$ cat src/rtl/noise_gate.sv
// Per-sample downward noise gate: magnitude detector, attack/hold/release FSM and Q1.15 gain ramp.
// Optional NOISE_GATE_HYST_EN halves the threshold while the gate is OPEN or in HOLD.
module noise_gate #(
    parameter int unsigned HOLD_SAMPLES = 2400,
    parameter int unsigned ATTACK_STEP  = 2048,
    parameter int unsigned RELEASE_STEP = 128
) (
    input  logic               clk_48,
    input  logic               reset_n,
    input  logic signed [15:0] gateIn,
    input  logic        [14:0] threshold,
    output logic signed [15:0] gateOut,
    output logic               gateOpen
);

    localparam int unsigned HW       = (HOLD_SAMPLES > 1) ? $clog2(HOLD_SAMPLES) : 1;
    localparam logic [15:0] GainFull = 16'h8000;

    typedef enum logic [2:0] {
        StClosed,
        StAttack,
        StOpen,
        StHold,
        StRelease
    } state_e;

    state_e                r_state, w_state_nxt;
    logic [15:0]           r_gain, w_gain_nxt;
    logic [HW-1:0]         r_hold, w_hold_nxt;

    logic [15:0]           w_neg;
    logic [14:0]           w_mag;
    logic [14:0]           w_thr;
    logic                  w_above;
    logic [31:0]           w_sum;
    logic [15:0]           w_gain_up;
    logic [15:0]           w_gain_dn;
    logic signed [32:0]    w_prod;
    logic signed [15:0]    w_out;

    // -32768 negates to 0x8000, which saturates to the largest 15-bit magnitude
    assign w_neg = ~gateIn + 16'd1;
    assign w_mag = !gateIn[15] ? gateIn[14:0] : (w_neg[15] ? 15'h7fff : w_neg[14:0]);

`ifdef NOISE_GATE_HYST_EN
    assign w_thr = (r_state == StOpen || r_state == StHold) ? (threshold >> 1) : threshold;
`else
    assign w_thr = threshold;
`endif

    assign w_above = (w_mag >= w_thr);

    assign w_sum     = 32'(r_gain) + ATTACK_STEP;
    assign w_gain_up = (w_sum >= 32'd32768) ? GainFull : 16'(w_sum);
    assign w_gain_dn = (32'(r_gain) > RELEASE_STEP) ? 16'(32'(r_gain) - RELEASE_STEP) : 16'd0;

    always_comb begin
        w_state_nxt = r_state;
        w_gain_nxt  = r_gain;
        w_hold_nxt  = r_hold;
        unique case (r_state)
            StClosed: begin
                w_gain_nxt = 16'd0;
                if (w_above) begin
                    w_state_nxt = StAttack;
                    w_gain_nxt  = w_gain_up;
                end
            end
            StAttack: begin
                w_gain_nxt = w_gain_up;
                if (w_gain_up == GainFull) begin
                    w_state_nxt = StOpen;
                end
            end
            StOpen: begin
                w_gain_nxt = GainFull;
                if (!w_above) begin
                    w_state_nxt = StHold;
                    w_hold_nxt  = HW'(HOLD_SAMPLES - 1);
                end
            end
            StHold: begin
                if (w_above) begin
                    w_state_nxt = StOpen;
                end else if (r_hold != '0) begin
                    w_hold_nxt = r_hold - 1'b1;
                end else begin
                    w_state_nxt = StRelease;
                    w_gain_nxt  = w_gain_dn;
                end
            end
            StRelease: begin
                if (w_above) begin
                    w_state_nxt = StAttack;
                    w_gain_nxt  = w_gain_up;
                end else begin
                    w_gain_nxt = w_gain_dn;
                    if (w_gain_dn == 16'd0) begin
                        w_state_nxt = StClosed;
                    end
                end
            end
            default: begin
                w_state_nxt = StClosed;
                w_gain_nxt  = 16'd0;
            end
        endcase
    end

    // Output uses the gain being written on this same edge
    assign w_prod = 33'(gateIn) * 33'($signed({1'b0, w_gain_nxt}));
    assign w_out  = 16'(w_prod >>> 15);

    always_ff @(posedge clk_48 or negedge reset_n) begin
        if (!reset_n) begin
            r_state  <= StClosed;
            r_gain   <= 16'd0;
            r_hold   <= '0;
            gateOut  <= 16'sd0;
            gateOpen <= 1'b0;
        end else begin
            r_state  <= w_state_nxt;
            r_gain   <= w_gain_nxt;
            r_hold   <= w_hold_nxt;
            gateOut  <= w_out;
            gateOpen <= (w_state_nxt != StClosed);
        end
    end

endmodule
$ cat config.mk
export PLATFORM = sky130hd
export DESIGN_NAME = noise_gate
export DESIGN_NICKNAME = d
export VERILOG_FILES = /design/src/rtl/noise_gate.sv
export SDC_FILE = /design/constraint.sdc
export NUM_CORES = 1
export LEC_CHECK = 0
export CAP_MARGIN = 20
export CORE_MARGIN = 5
export CORE_UTILIZATION = 64
export DETAILED_ROUTE_END_ITERATION = 6
export PLACE_DENSITY = 0.81
export SYNTH_ARGS = -nofsm -noshare
export SYNTH_HDL_FRONTEND = slang
export SYNTH_SLANG_ARGS = --single-unit
$ cat constraint.sdc
create_clock -name clk_48 -period 10.5 [get_ports clk_48]
set_clock_uncertainty 0.15 [all_clocks]
set_input_delay 2.1 -clock clk_48 [delete_from_list [all_inputs] [get_ports clk_48]]
set_output_delay 2.1 -clock clk_48 [all_outputs]
set_load 0.03 [all_outputs]
==> Yosys cells after proc, flatten, opt, wreduce, memory -nomap -nowiden <==
Cells that the tools add are included.
{ "totals": {"wordCells": 49, "output_inout_bits": 17, "ff_bits": 48, "in_bits": 33} }
{ "classes": {"reduce_logical": 6, "bitwise": 1, "order_cmp": 3, "addsub": 4, "muxes": 21, "n_eq_ne": 8, "multipliers": 1} }
{ "op_table": {"columns": ["operator", "count"], "rows": [
  ["$mux 16", 6],
  ["$pmux 16 s5", 1],
  ["$mux 12", 3],
  ["$mul 16x17->31", 1],
  ["$mux 15", 2],
  ["$pmux 12 s2", 1],
  ["$mux 3", 7],
  ["$add 16x12->17 const B", 1],
  ["$ge 17x16->1 const B", 1],
  ["$add 16x1->16 const B", 1],
  ["$eq 16x16->1 const B", 1],
  ["$gt 16x8->1 const B", 1],
  ["$logic_not 16->1", 1],
  ["$not 16->16", 1],
  ["$sub 16x8->16 const B", 1],
  ["$ge 15x15->1", 1],
  ["$pmux 3 s5", 1],
  ["$reduce_bool 12->1", 1],
  ["$sub 12x1->12 const B", 1],
  ["$eq 3x2->1 const B", 2],
  ["$ne 2x2->1 const B", 3],
  ["$reduce_and 4->1", 1],
  ["$eq 3x1->1 const B", 1],
  ["$eq 3x3->1 const B", 1],
  ["3 further kinds", 3]
]} }

==> Logic depth before layout (Yosys ltp) <==
Gate-level depths: netlist of the first run.
{ "depth": {"word_depth": 8, "ltp_mapped": 44} }

==> Worst setup path after synthesis of the first run <==
No wires, ideal clock.
{ "synth_timing": {"kind": "in2reg", "from": "in gateIn[1]", "to": "reg gateOut[15]", "n_path_buf": 3, "slack_ns": -1.579, "arrival_time_ns": 11.799, "path_stages": 40, "t_required_ns": 10.221, "cell_sequence": "inv_1 -> ha_1 -> inv_1 -> or3_1 -> or3_1 -> or3_1 -> or3_1 -> o31ai_1 -> a21oi_1 -> a31o_2 -> ha_1 -> and4_1 -> a211o_1 -> a21oi_1 -> clkbuf_1 -> o211ai_2 -> buf_6 -> o21ai_2 -> [... 4 more ...] -> fa_1 -> fa_1 -> fa_1 -> inv_1 -> fa_1 -> inv_1 -> fa_1 -> inv_1 -> ha_1 -> a21o_1 -> a21o_1 -> a221o_1 -> o21ba_2 -> nor3_1 -> a2bb2oi_1 -> nand2_1 -> a211oi_1 -> xnor2_1"} }
{ "synth_via": {"elab_chain_cells": 8} }
{ "synth_lines": {"columns": ["element", "line_no", "source"], "rows": [
  ["start: declaration", "10", "input logic signed [15:0] gateIn,"],
  ["$not 16->16", "42", "assign w_neg = ~gateIn + 16'd1;"],
  ["$add 16x1->16", "42", null],
  ["$mux 15", "43", "assign w_mag = !gateIn[15] ? gateIn[14:0] : (w_neg[15] ? 15'h7fff : w_neg[14:0]);"],
  ["$mux 15 *", "43", null],
  ["$ge 15x15->1 *", "51", "assign w_above = (w_mag >= w_thr);"],
  ["$mux 16 (on tied branches)", "93, 64, 83", null],
  ["$pmux 16 s5 *", "61", "unique case (r_state)"],
  ["named net w_gain_nxt[8]", "28", "logic [15:0] r_gain, w_gain_nxt;"],
  ["$mul 16x17->31 *", "111", "assign w_prod = 33'(gateIn) * 33'($signed({1'b0, w_gain_nxt}));"],
  ["named net w_prod[30]", "38", "logic signed [32:0] w_prod;"],
  ["end signal: assignment", "125", "gateOut <= w_out;"],
  ["end: declaration", "12", "output logic signed [15:0] gateOut,"]
]} }
Mark *: on every way through the listed nets, which the timed path passes. The rest lies on a longest branch.
A chain may end at the register's enable or synchronous reset.

==> Worst setup path after layout of the first run <==
{ "layout_timing": {"from": "in gateIn[6]", "to": "reg gateOut[6]"} }
{ "layout_via": {"elab_chain_cells": 8} }
{ "layout_lines": {"columns": ["element", "line_no"], "rows": [
  ["$not 16->16", "42"],
  ["$add 16x1->16", "42"],
  ["$mux 15 (2 in a row)", "43"],
  ["$ge 15x15->1", "51"],
  ["$mux 16 (on tied branches)", "93, 64, 83"],
  ["$pmux 16 s5", "61"],
  ["$mul 16x17->31 *", "111"],
  ["named net w_prod[21]", "38"]
]} }
Marks and branches as above.

==> results of run 1 <==
-- layer usage --
layer  track usage, %  vias up
met4             16.6        0
met2             60.6      606
met3             4.21      212
met5                0        -
li1                 -     4663
met1             41.2     5392
-- area by class of cell --
type	instances	area (um2)	share of cell area [%]
Clock buffer	5	125	0.829
Inverter	280	1070	7.12
Multi-Input combinational cell	963	9940	65.9
Sequential cell	48	1200	7.96
Timing Repair Buffer	275	2390	15.8
Tap cell	229	287	1.90
Clock inverter	3	68.8	0.456
-- worst max-delay path, delay by kind of cell --
family,cells,cell delay (ns)
adders and majority gates,8,3.46
buffers and inverters,24,2.95
AOI/OAI and AO/OA,12,2.28
and+or+nand+nor,9,1.06
-- what timing repair did --
action,in CTS,in global routing
pin swaps,79,52
buffers inserted,47,26
gates resized for setup,119,74
endpoints found under the setup margin,16,16
-- kinds of logic after synthesis --
family | synth area share (%)
flip-flops | 10.3
AO/OA/AOI/OAI | 10.0
buffers and inverters | 11.2
XOR/XNOR | 2.03
multiplexers | 0.279
AND/OR/NAND/NOR | 19.2
adder cells (fa/ha/maj) | 46.9
-- registers in the layout, indices dropped and copies added (netlist names) --
register	cells
r_hold	12
gateOut	16
r_gain	16
r_state	3
gateOpen	1
-- cell usage after synthesis (5+ instances only) --
cell	n	area, um2
sky130_fd_sc_hd__or2_2	5	31.3
sky130_fd_sc_hd__nor4_1	5	31.3
sky130_fd_sc_hd__fa_1	193	3860
sky130_fd_sc_hd__buf_2	11	55.1
sky130_fd_sc_hd__a31oi_1	11	68.8
sky130_fd_sc_hd__dfrtp_1	48	1200
sky130_fd_sc_hd__a21o_1	18	135
sky130_fd_sc_hd__nor2_1	48	180
sky130_fd_sc_hd__nor2b_1	12	75.1
sky130_fd_sc_hd__nor3_1	19	95.1
sky130_fd_sc_hd__nand4_1	8	50.1
sky130_fd_sc_hd__a211oi_1	5	37.5
sky130_fd_sc_hd__and3_1	5	31.3
sky130_fd_sc_hd__nand3_1	13	65.1
sky130_fd_sc_hd__and2_1	131	820
sky130_fd_sc_hd__ha_1	129	1610
sky130_fd_sc_hd__nand2b_1	7	43.8
sky130_fd_sc_hd__clkbuf_1	45	169
sky130_fd_sc_hd__nand2_1	150	563
sky130_fd_sc_hd__or3_1	17	106
sky130_fd_sc_hd__o31ai_1	5	37.5
sky130_fd_sc_hd__a21oi_1	34	170
sky130_fd_sc_hd__xnor2_1	24	210
sky130_fd_sc_hd__inv_1	279	1050
sky130_fd_sc_hd__o21ai_0	49	245
-- power by group --
| group | switching, W | internal (W) | total, W |
|---|---|---|---|
| Clock | 0.0000785 | 0.000138 | 0.000216 |
| Sequential | 0.0000449 | 0.000250 | 0.000295 |
| Combinational | 0.00150 | 0.00127 | 0.00277 |
-- layout by cell type, fill, tap and decap left out, drive strengths merged, types with 13 or more instances in the layout --
cell type / count
a21o: 18
a21oi: 35
and2: 131
buf: 230
clkdlybuf4s50: 40
dfrtp: 48
fa: 193
ha: 129
inv: 280
nand2: 150
nand3: 13
nor2: 49
nor3: 19
o21ai: 56
or3: 17
xnor2: 24
-- how the worst max path moves through the flow --
stage,from,endpoint,cells past startpoint
after floorplan,gateIn[1],gateOut[11]$_DFF_PN0_,39
after global placement,gateIn[1],gateOut[15]$_DFF_PN0_,41
after global routing,gateIn[1],gateOut[6]$_DFF_PN0_,46
after CTS,gateIn[1],gateOut[6]$_DFF_PN0_,43
after detailed placement,gateIn[0],gateOut[11]$_DFF_PN0_,39
final,gateIn[6],gateOut[6]$_DFF_PN0_,53
-- stage by stage --
step / setup TNS [ns] / hold WS (ns)
3_5_place_dp: -26.53 / 0.371
6_report: -17.13 / 0.416
5_1_grt: -21.20 / 0.443
4_1_cts: -15.30 / 0.391
2_1_floorplan: -7.67 / 0.320
3_3_place_gp: -24.51 / 0.357
==> flow_summary.json, run 1 <==
{
  "gpl.final_weighted_congestion": 0.967,
  "period_needed_ns": 11.84,
  "count_of_input_and_output_buffers": 49,
  "cells_after_synthesis": 1351,
  "worst-endpoint-required_ns": 10.54,
  "die_w_um": 145,
  "diodes": 0,
  "worst_path_max_stage_delay_ns": 0.58,
  "achievable-frequency_ghz": 0.0845,
  "num_rows": 49,
  "rr_worst_depth": 35,
  "slew_headroom_pct": 55.1,
  "worst_hold_path_cells": 2,
  "preCtsSetupSlack_ns": -1.94,
  "first_global_vias": 11800,
  "fp.dieH_um": 145,
  "warnings_synthesis": 0,
  "postSynth.asyncResetShare_pct": 100,
  "drc": 0,
  "ys_seq_area_share_pct": 10.3,
  "timing_max_transition_violations_final": 0,
  "detailroute.wirelength.met2_um": 18800,
  "synth_enable_flop_cells": 0,
  "grt_max_degree": 49,
  "crit_path_end_kind": "register",
  "first_pass_iters": 5,
  "max_slew.worst_pin.slew_ns": 0.667,
  "syn_nets": 1706,
  "fp.dieArea_um2": 21000,
  "setup.worst_path.start_class": "input pin",
  "syn_avg_cell_area_um2": 8.64,
  "outcome": "complete, but fails checks",
  "cp_slowest_cell": "sky130_fd_sc_hd__fa_1",
  "routed_wirelength_um": 37100,
  "tritoncts_clock_tree": "yes",
  "wl_per_cell_um": 20.6,
  "vias": 10900,
  "clock_tree.root_cell": "sky130_fd_sc_hd__clkbuf_16",
  "hold_crit_start": "r_hold[10]$_DFFE_PN0P_",
  "initial_utilization_pct": 65.0,
  "cts_buffer_depth": 2,
  "cts.sink_count": 48,
  "finalNetCount": 1928,
  "floorplan.core_area_um2": 18000,
  "clk_pin_slew_ns": 0.08,
  "timing.setup.critical_path_class": "input pin to register",
  "detail_route.vias_per_cell": 6.03,
  "clk_latency_ns": 0.30,
  "wire_length_of_the_first_global_routing_pass_um": 58700,
  "p_per_area_nw_per_um2": 217,
  "grt_setup_unrepaired": "yes",
  "place_hpwl_um": 26600,
  "violated_checks": "negative setup slack",
  "post-route-util_pct": 84.0,
  "critPathMaxFanout": 6,
  "synth_flop_cell": "sky130_fd_sc_hd__dfrtp_1",
  "post_dp_cell_area_um2": 13800,
  "setup_viol": 16,
  "worst_hold_path_type": "register to register",
  "synth-seq-cells": 48,
  "h-tree-depth": 2,
  "cts-hold-fix-buffers": 0,
  "ant_nets": 0,
  "layout-drive-gt1-share_pct": 25.5,
  "worst_hold_endpoint": "r_hold[10]$_DFFE_PN0P_",
  "detail_route.iter0.violations": 874,
  "finalCritPeriodShare_pct": 113,
  "crit_path_frequent_cell": "sky130_fd_sc_hd__buf_4",
  "final_instance_count_without_filler_cells": 1803,
  "highest_layer": "met4",
  "post_placement_cell_count": 1734,
  "rr_endpoint": "gateOut[6]$_DFF_PN0_",
  "grt_antenna_before_repair": 0,
  "max_cap_viol_count": 0,
  "fill_cells": 952,
  "layout.cell_area.non_filler_um2": 15100,
  "static-leakage-power_nw": 7.68,
  "syn2layout_area_growth_pct": 29.2,
  "io_pins": 50,
  "fin_total_pwr_w": 0.00328,
  "m1WireLength_um": 13000,
  "post_synth_instance_area_um2": 11700,
  "vdd_ir_drop_max_uv": 463,
  "met3_wirelength_um": 2850,
  "crit-reg2reg-launch": "r_gain[9]$_DFF_PN0_",
  "global_route.overflow_total": 0,
  "setup_slack_reg_to_reg_ns": 1.62,
  "worst-endpoint-arrival_ns": 11.88,
  "synth.distinct_cells": 73,
  "hold_viol_final": 0,
  "groute.usage.overall_pct": 34.1,
  "post_layout_worst_setup_margin_ns": -1.34,
  "tritoncts_buffer_count": 5
}
No activity file was read; power rests on OpenSTA's default activity.
==> run 2: changes to the inputs <==
Settings changed: HOLD_SLACK_MARGIN from default to 0.15.
==> results of run 2 <==
The final DEF is identical to that of run 1; final timing and power are the same.
==> run 3: changes to the inputs <==
Settings changed: CTS_CLUSTER_SIZE from default to 28, PLACE_DENSITY 0.81 to 0.83.
==> run 3 against run 2 <==
  * The run still ends with negative setup slack left
  * Sequential share of layout area decreased by 0.050 points
  * Power increased by 5.5%
  * Critical path depth decreased by 9
  * Clock power about the same
  * Wire length increased by 18%
  * Final area increased by 0.64%
  * Via count increased by 7.8%
  * Core utilization increased by 0.54 points
  * Fmax decreased by 0.65%
  * Worst hold slack got worse by 0.016 ns
  * Combinational power increased by 6%
  * Largest power group unchanged
  * Highest routed layer is now met5
==> flow_summary.json, run 3 (synthesis results as in run 1) <==
{
  "outcome": "complete, but fails checks",
  "violated_checks": "negative setup slack",
  "p_per_area_nw_per_um2": 228,
  "layout-drive-gt1-share_pct": 26.1,
  "timing_max_transition_violations_final": 0,
  "worst_hold_path_cells": 1,
  "fp.dieH_um": 145,
  "switching_fraction_pct": 51.7,
  "first_global_vias": 12700,
  "vias": 11700,
  "clock_tree.root_cell": "sky130_fd_sc_hd__clkbuf_16",
  "count_of_input_and_output_buffers": 49,
  "layout.cells.most_common": "sky130_fd_sc_hd__inv_1",
  "grt_antenna_before_repair": 1,
  "cts_buffer_depth": 2,
  "worst_hold_path_type": "register to register",
  "critPathMaxFanout": 5,
  "syn2layout_area_growth_pct": 30.1,
  "post_layout_worst_setup_margin_ns": -1.42,
  "global_route.overflow_total": 0,
  "max_cap_viol_count": 0,
  "clkPwrFrac_pct": 6.2,
  "detail_route.vias_per_cell": 6.48,
  "crit_path_frequent_cell": "sky130_fd_sc_hd__fa_1",
  "internal_power_w": 0.00167,
  "fin_total_pwr_w": 0.00346,
  "period_needed_ns": 11.92,
  "achievable-frequency_ghz": 0.0839,
  "clk_latency_ns": 0.30,
  "preCtsSetupSlack_ns": -2.34,
  "cts.sink_count": 48,
  "routed_wirelength_um": 43700,
  "crit_path_end_kind": "register",
  "vdd_ir_drop_max_uv": 447,
  "first_pass_iters": 6,
  "power.share.sequential_pct": 8.7,
  "post_dp_cell_area_um2": 13800,
  "timing.setup.critical_path_class": "input pin to register",
  "groute.usage.overall_pct": 37.3,
  "hold_crit_start": "r_gain[3]$_DFF_PN0_",
  "finalNetCount": 1931,
  "largest_registers": "gateOut: 16 flops, r_gain: 16 flops, r_hold: 12 flops",
  "initial_utilization_pct": 65.0,
  "wire_length_of_the_first_global_routing_pass_um": 63300,
  "hold_viol_final": 0,
  "detail_route.iter0.violations": 1264,
  "p_switching_w": 0.00179,
  "cts-hold-fix-buffers": 0,
  "grt_setup_unrepaired": "yes",
  "static-leakage-power_nw": 7.75,
  "io_pins": 50,
  "tritoncts_buffer_count": 5,
  "grt_max_degree": 49,
  "worst_hold_endpoint": "r_gain[3]$_DFF_PN0_",
  "worst_path_max_stage_delay_ns": 0.56,
  "crit-reg2reg-launch": "r_gain[9]$_DFF_PN0_",
  "layout_common_cells": "256 x sky130_fd_sc_hd__inv_1, 193 x sky130_fd_sc_hd__buf_4, 186 x sky130_fd_sc_hd__fa_1, 137 x sky130_fd_sc_hd__nand2_1, 117 x sky130_fd_sc_hd__ha_1",
  "rr_endpoint": "gateOut[7]$_DFF_PN0_",
  "clk_pin_slew_ns": 0.08,
  "num_rows": 49,
  "drc": 0,
  "totalNegativeSetupSlack_ns": -19.56,
  "tritoncts_clock_tree": "yes",
  "h-tree-depth": 2,
  "post-route-util_pct": 84.5,
  "cp_slowest_cell": "sky130_fd_sc_hd__fa_1",
  "worst-endpoint-required_ns": 10.54,
  "place_hpwl_um": 26200,
  "slew_headroom_pct": 45.2,
  "rr_worst_depth": 32,
  "worst-endpoint-arrival_ns": 11.96,
  "power_frac_comb_pct": 85.1,
  "fp.dieArea_um2": 21000,
  "fill_cells": 849,
  "setup_slack_reg_to_reg_ns": 1.60,
  "ant_nets": 0,
  "finalCritPeriodShare_pct": 113,
  "gpl.final_weighted_congestion": 0.915,
  "layout.cell_area.non_filler_um2": 15200,
  "die_w_um": 145,
  "wl_per_cell_um": 24.2,
  "setup.worst_path.start_class": "input pin",
  "setup_viol": 16,
  "floorplan.core_area_um2": 18000,
  "max_slew.worst_pin.slew_ns": 0.814
}
run 3: timing repair:
action | in CTS | in global routing
gates resized for setup | 150 | 58
endpoints found under the setup margin | 16 | 16
pin swaps | 129 | 55
setup buffers | 60 | 14
run 3: layout make-up:
type,instances,area [um2],share of cell area (%)
Multi-Input combinational cell,963,10000,65.9
Timing Repair Buffer,278,2430,16.0
Sequential cell,48,1200,7.91
Inverter,280,1070,7.06
Tap cell,229,287,1.89
Clock buffer,5,125,0.824
Clock inverter,2,60.1,0.396
Antenna cell,3,7.51,0.0494
run 3: through the flow:
stage / cells / hold WS [ns]
6_report: 1808 / 0.400
5_1_grt: 1805 / 0.427
4_1_cts: 1794 / 0.392
3_5_place_dp: 1732 / 0.372
3_3_place_gp: 1732 / 0.353
2_1_floorplan: 1351 / 0.320
run 3: how the worst max path moves through the flow:
stage / from / endpoint / slack, ns
6_report: gateIn[1] / gateOut[13]$_DFF_PN0_ / -1.42
4_1_cts: gateIn[1] / gateOut[15]$_DFF_PN0_ / -1.11
3_3_place_gp: gateIn[0] / gateOut[15]$_DFF_PN0_ / -2.04
5_1_grt: gateIn[1] / gateOut[13]$_DFF_PN0_ / -1.63
3_5_place_dp: gateIn[0] / gateOut[15]$_DFF_PN0_ / -2.34
2_1_floorplan: gateIn[1] / gateOut[11]$_DFF_PN0_ / -0.80
run 3: per-layer routing:
metal	global-route usage, %	vias to the layer above	part of all wire [%]
li1	-	4681	-
met1	41.2	5597	31
met2	63.6	1030	46
met3	7.83	412	11
met4	26.9	2	11
met5	0	-	0.025
run 3: worst max-delay path, delay by kind of cell:
kind	cells	cell delay, ns
adders and majority gates	9	3.74
and+or+nand+nor	11	2.63
xor gates and xnor gates	2	0.38
AOI/OAI and AO/OA	10	1.84
buffers and inverters	12	1.24
run 3: power groups by stage:
stage	Clock (W)	Sequential, W	Combinational (W)
after global placement	0	0.000293	0.00227
final	0.000216	0.000301	0.00294
after CTS	0.000206	0.000291	0.00260
after global routing	0.000224	0.000303	0.00311
after floorplan	0	0.000341	0.00138
after detailed placement	0	0.000293	0.00236
